==> src/rtl/tm1638_page_sched.sv <==
// Page scheduler in front of the TM1638 LED/key driver: holds 4 pages, rotates or holds,
// debounces navigation keys and only updates the driver inputs on a driver frame pulse.
module tm1638_page_sched #(
   parameter int C_FCK      = 48_000_000,
   parameter int C_DEB_MS   = 20,
   parameter int C_DWELL_MS = 2000
) (
   input  logic         CK_i,
   input  logic         XARST_i,
   input  logic [127:0] PAGE_BIN_i,
   input  logic [31:0]  PAGE_DOTS_i,
   input  logic [31:0]  PAGE_SUP_i,
   input  logic [3:0]   PAGE_VALID_i,
   input  logic [7:0]   KEYS_i,
   input  logic         FRAME_i,
   output logic [31:0]  BIN_DAT_o,
   output logic [7:0]   DOTS_o,
   output logic [7:0]   SUP_DIGITS_o,
   output logic [7:0]   LEDS_o,
   output logic [1:0]   PAGE_o,
   output logic         HOLD_o,
   output logic [7:0]   KEY_EVT_o
);

   localparam int TICK_CYC = C_FCK / 1000;
   localparam int DEB_CYC  = C_DEB_MS * TICK_CYC;
   localparam int PW       = (TICK_CYC > 1) ? $clog2(TICK_CYC) : 1;
   localparam int DBW      = $clog2(DEB_CYC + 1);
   localparam int DWW      = $clog2(C_DWELL_MS + 1);

   logic [DBW-1:0] deb_cnt_q [8];
   logic [DBW-1:0] deb_cnt_d [8];
   logic [7:0]     stab_q, stab_d;
   logic [7:0]     evt_q, evt_d;
   logic [3:0]     cmd_q;
   logic [PW-1:0]  pre_q, pre_d;
   logic [DWW-1:0] dwell_q, dwell_d;
   logic [1:0]     page_q, page_d;
   logic           hold_q, hold_d;
   logic [31:0]    bin_q;
   logic [7:0]     dots_q, sup_q, leds_q;
   logic           tick, any_valid, chg;
   logic [3:0]     page_oh;

   function automatic logic [1:0] f_next(input logic [1:0] p, input logic [3:0] v);
      logic [1:0] r;
      logic [1:0] c;
      r = p;
      for (int i = 4; i >= 1; i--) begin
         c = p + 2'(i);
         if (v[c]) r = c;
      end
      return r;
   endfunction

   function automatic logic [1:0] f_prev(input logic [1:0] p, input logic [3:0] v);
      logic [1:0] r;
      logic [1:0] c;
      r = p;
      for (int i = 4; i >= 1; i--) begin
         c = p - 2'(i);
         if (v[c]) r = c;
      end
      return r;
   endfunction

   function automatic logic [1:0] f_home(input logic [1:0] p, input logic [3:0] v);
      logic [1:0] r;
      r = p;
      for (int i = 3; i >= 0; i--) begin
         if (v[i]) r = 2'(i);
      end
      return r;
   endfunction

   // Per-key debounce: a key's stable state follows raw only after DEB_CYC consecutive disagreements.
   always_comb begin
      stab_d = stab_q;
      for (int k = 0; k < 8; k++) begin
         deb_cnt_d[k] = '0;
         if (KEYS_i[k] != stab_q[k]) begin
            if (deb_cnt_q[k] == DBW'(DEB_CYC - 1)) begin
               stab_d[k] = KEYS_i[k];
            end else begin
               deb_cnt_d[k] = deb_cnt_q[k] + 1'b1;
            end
         end
      end
      evt_d = stab_d & ~stab_q;
   end

   assign tick      = (pre_q == PW'(TICK_CYC - 1));
   assign any_valid = |PAGE_VALID_i;
   assign pre_d     = tick ? '0 : pre_q + 1'b1;

   always_comb begin
      page_d = page_q;
      hold_d = hold_q ^ cmd_q[2];
      chg    = 1'b0;
      if (cmd_q[3]) begin
         page_d = f_home(page_q, PAGE_VALID_i);
         chg    = 1'b1;
      end else if (cmd_q[0]) begin
         page_d = f_next(page_q, PAGE_VALID_i);
         chg    = 1'b1;
      end else if (cmd_q[1]) begin
         page_d = f_prev(page_q, PAGE_VALID_i);
         chg    = 1'b1;
      end else if (!hold_q && tick && dwell_q == DWW'(C_DWELL_MS - 1)) begin
         page_d = f_next(page_q, PAGE_VALID_i);
         chg    = 1'b1;
      end else if (!PAGE_VALID_i[page_q] && any_valid) begin
         page_d = f_next(page_q, PAGE_VALID_i);
         chg    = 1'b1;
      end
      // Any page action, a HOLD/AUTO toggle, or staying in HOLD restarts the dwell.
      if (chg || hold_d || cmd_q[2]) begin
         dwell_d = '0;
      end else if (tick) begin
         dwell_d = dwell_q + 1'b1;
      end else begin
         dwell_d = dwell_q;
      end
   end

   assign page_oh = 4'b0001 << page_q;

   always_ff @(posedge CK_i or negedge XARST_i) begin
      if (!XARST_i) begin
         for (int k = 0; k < 8; k++) deb_cnt_q[k] <= '0;
         stab_q  <= '0;
         evt_q   <= '0;
         cmd_q   <= '0;
         pre_q   <= '0;
         dwell_q <= '0;
         page_q  <= '0;
         hold_q  <= 1'b0;
         bin_q   <= '0;
         dots_q  <= '0;
         sup_q   <= 8'hFF;
         leds_q  <= '0;
      end else begin
         for (int k = 0; k < 8; k++) deb_cnt_q[k] <= deb_cnt_d[k];
         stab_q  <= stab_d;
         evt_q   <= evt_d;
         cmd_q   <= evt_q[3:0];
         pre_q   <= pre_d;
         dwell_q <= dwell_d;
         page_q  <= page_d;
         hold_q  <= hold_d;
         // Frame loads the registered page, so a same-cycle page change shows next frame.
         if (FRAME_i) begin
            if (any_valid) begin
               bin_q  <= PAGE_BIN_i[32*page_q +: 32];
               dots_q <= PAGE_DOTS_i[8*page_q +: 8];
               sup_q  <= PAGE_SUP_i[8*page_q +: 8];
               leds_q <= {hold_q, 3'b000, page_oh};
            end else begin
               bin_q  <= '0;
               dots_q <= '0;
               sup_q  <= 8'hFF;
               leds_q <= {hold_q, 7'b0};
            end
         end
      end
   end

   assign BIN_DAT_o    = bin_q;
   assign DOTS_o       = dots_q;
   assign SUP_DIGITS_o = sup_q;
   assign LEDS_o       = leds_q;
   assign PAGE_o       = page_q;
   assign HOLD_o       = hold_q;
   assign KEY_EVT_o    = evt_q;

endmodule
==> config.mk <==
export PLATFORM = sky130hd
export DESIGN_NAME = tm1638_page_sched
export DESIGN_NICKNAME = d
export VERILOG_FILES = /design/src/rtl/tm1638_page_sched.sv
export SDC_FILE = /design/constraint.sdc
export NUM_CORES = 1
export LEC_CHECK = 0
export ABC_AREA = 1
export BUFFER_PORTS_ARGS = -buffer_cell sky130_fd_sc_hd__buf_2
export CAP_MARGIN = 0
export CORE_UTILIZATION = 55
export CTS_CLUSTER_DIAMETER = 40
export CTS_CLUSTER_SIZE = 28
export DETAILED_ROUTE_END_ITERATION = 16
export PLACE_DENSITY = 0.9
export SLEW_MARGIN = 40
export SYNTH_ARGS = -nofsm -noshare
export SYNTH_HDL_FRONTEND = slang
export SYNTH_SLANG_ARGS = --single-unit
export TNS_END_PERCENT = 20
==> constraint.sdc <==
create_clock -name CK_i -period 3.7 [get_ports CK_i]
set_input_delay 0 -clock CK_i [delete_from_list [all_inputs] [get_ports CK_i]]
set_output_delay 0 -clock CK_i [all_outputs]
set_load 0.02 [all_outputs]
==> key figures <==
Outcome
  – Status: completed

Worst setup path
  – Critical path type: reg -> reg
  – Worst R2R Path Depth: 8
  – RR Startpoint: PAGE_o[1]
  – Startpoint types: flip-flop
  – Critical Path End Type: flip-flop
  – CP startpoint: PAGE_o[1]
  – CP bufs+invs: 5
  – Largest stage delay on the critical path: 0.62 ns
  – Critical Path End: SUP_DIGITS_o[5]
  – CP arrival: 3.74 ns
  – Highest-delay cell along the critical path: dlygate4sd3_1
  – Critical path data required time: 4.19 ns
  – R2R setup slack: 0.45 ns
  – Cell Chain, Critical Path: buf_4, inv_1, buf_4, nor2_1, o21ai_0, dlygate4sd3_1, a31oi_1, dlygate4sd3_1
  – Worst reg2reg endpoint: SUP_DIGITS_o[5]
  – Family with the most delay on the worst path: buffers and inverters
  – Crit Path Max Fanout: 55
  – Crit. path cell count: 8

Power and ir drop
  – Sw Pwr: 0.00407 W
  – Sw Share: 0.364
  – Clock power share: 0.353
  – Max VDD drop: 0.551 mV
  – P_leak: 8.47 nW
  – Pwr Density: 590 nW/um2
  – Pint: 0.00709 W
  – Combinational Power Share: 0.336
  – Sequential share of power: 0.311
  – Total power: 0.0112 W

Floorplanning
  – Die height: 165 um
  – Die width: 165 um
  – Die area: 27,300 um2
  – Initial Util: 0.562
  – IO Pins: 274
  – Core area: 26,100 um2
  – Rows: 59

Finish
  – Area Overhead vs Synth: 29.3%
  – Share of layout cells above drive strength 1: 0.194
  – Most frequent cells in the layout: nor2_1 (360), nand2_1 (288), buf_2 (269)
  – Fin area: 18,900 um2
  – Util after Layout: 0.727
  – Fin nets: 2,475
  – Most common cell after layout, fill and taps aside: nor2_1
  – Finished Layout Cells: 2,628

Synthesis
  – Yosys top cell area share: 0.436
  – Number of synthesized flops with an enable pin: 0
  – Ys Warns: 0
  – Ys flop type: dfrtp_1
  – Synth area leaders: dfrtp_1 (44%), nor2_1 (9.3%), nand2_1 (7.4%)
  – Avg Inst Size Synth: 7.85 um2
  – Cells after Synth: 1,867
  – Asr flop ratio synth: 1.00
  – #FFs+latches synth: 263
  – Distinct cells, synth: 46
  – Mapped Area: 14,600 um2
  – Post-synth top area cell: dfrtp_1
  – Post-synthesis sequential area ratio: 0.450

Drt
  – Antenna Nets Post-Route: 0
  – Drt pass-1 iters: 10
  – Detailed-route via count: 15,600
  – Drt wl/cell: 18.2 um
  – WL final: 47,700 um
  – DRC: 0
  – Drt initial violations: 2,335
  – Vias per std cell: 5.95

Timing
  – Worst slew pin tran: 0.813 ns
  – Pins over their slew limit: 0
  – Fin. Hold Viols: 0
  – Tmin final: 3.25 ns
  – RSZ-0062 raised after global routing: no
  – FMAX: 308 MHz
  – Relative slew slack: 0.456
  – Clock Skews: 0.0246 ns
  – Setup violators final: 0
  – Final period utilization: 0.878
  – Final setup TNS: 0 ns

Clocking
  – CTS max path bufs: 3
  – Clk pin slew, worst setup/hold paths: 0.07 ns
  – Root Buffer: clkbuf_16
  – Worst skew pair latency: 0.55 ns
  – Clk sinks: 263
  – H-tree lvl count: 2
  – Post-CTS setup buffer count: 0
  – TritonCTS buffer count: 40
  – CTS tree: yes
  – CTS resizes: 0

Placement
  – PortBufs: 270
  – Placed cells: 2,432
  – Gp weighted congestion: 0.996
  – Dpl hpwl: 28,100 um
  – Placed Area: 16,300 um2

Global route
  – Initial antenna violation count: 12
  – GRT Util Overall: 0.358
  – Largest net degree at the start of global routing: 100
  – First-pass GRT wire length: 76,600 um
  – Number of global-route vias before repair: 15,400
  – Remaining global-route overflow: 0

Hold path
  – Worst hold start: PAGE_DOTS_i[30]
  – Worst Hold Class: in -> reg

Run
  – Max Cap Viol: 0
-- worst min-delay path by stage --
stage                      to  depth (start not counted)
4_1_cts             DOTS_o[6]                          4
5_1_grt             DOTS_o[6]                          4
3_5_place_dp   deb_cnt_q[154]                          1
3_3_place_gp   deb_cnt_q[153]                          1
2_1_floorplan    BIN_DAT_o[0]                          0
6_report            DOTS_o[6]                          4
-- cells by family after synthesis --
| family | synth area share |
|---|---|
| buffers and inverters | 0.0664 |
| adder cells (fa/ha/maj) | 0.0120 |
| flip-flops | 0.450 |
| AO/OA/AOI/OAI | 0.112 |
| other | 0.000256 |
| XOR/XNOR | 0.0478 |
| AND/OR/NAND/NOR | 0.312 |
-- what timing repair did --
action / 4_1_cts / 5_1_grt
setup endpoints to repair: 0 / 0
hold buffers: 115 / 0
hold endpoints to repair: 265 / 0
-- cells in the mapped netlist, types with 2 or more instances --
library cell and number:
nor2_2 14, nor4_2 4, nor3_4 2, a31oi_1 12
nand3_1 97, ha_1 14, nor2_1 361, o21a_1 3
nor3b_2 2, inv_1 168, nor4_1 32, nand2_2 9
nor3b_1 16, o211a_1 2, buf_4 5, or2_2 2
nor3_1 81, dfrtp_1 255, nand3b_1 7, nor3_2 13
nand4_1 50, xnor2_1 7, buf_2 15, clkbuf_1 29
a22o_1 44, buf_6 4, nor2_4 5, o22ai_1 41
nand3_2 7, nand2_1 288, a21oi_1 45, o21ai_1 5
inv_2 18, clkinv_1 2, o21ai_0 115, dfstp_2 8
xor2_1 73, a211oi_1 4
-- routing by layer --
metal / routed length, um / global-route usage
met4: 2980 / 0.211
met5: 134 / 0.0360
met2: 22000 / 0.559
met1: 17400 / 0.407
met3: 5180 / 0.150
-- power by group through the flow --
stage	clock [W]	sequential [W]	combinational (W)
after global placement	0	0.00345	0.00268
after CTS	0.00394	0.00341	0.00341
after global routing	0.00409	0.00353	0.00399
after detailed placement	0	0.00346	0.00279
after floorplan	0	0.00380	0.00157
final	0.00394	0.00347	0.00375
-- metrics by stage --
stage | setup slack, ns | hold slack [ns]
after global routing | 0.373 | 0.00927
after CTS | 0.693 | 0.00459
after floorplan | 1.45 | -0.296
after global placement | 1.62 | 0.174
final | 0.452 | 0.0287
after detailed placement | 1.44 | -0.0976
-- tightest hold or removal path, stage by stage --
cell     delay, ns
buf_2         0.08
nor2_1        0.05
o22ai_1       0.24
a22o_1        0.17
-- layout make-up --
class	instances	area [um2]
clock inverters	29	340
diodes	7	17.5
inverters	188	706
multi-input cells	1365	7110
clock buffers	45	1050
repair buffers	396	2700
well taps	335	419
flip-flops and latches	263	6600
fillers	1759	7120
-- sequential cells by signal, indices dropped and copies added (netlist names) --
signal        cells
stab_q            8
deb_cnt_q       160
HOLD_o            1
SUP_DIGITS_o      8
LEDS_o            5
KEY_EVT_o         8
DOTS_o            8
dwell_q          11
PAGE_o            2
BIN_DAT_o        32
cmd_q             4
pre_q            16
Power figures use the tool's default switching activity.
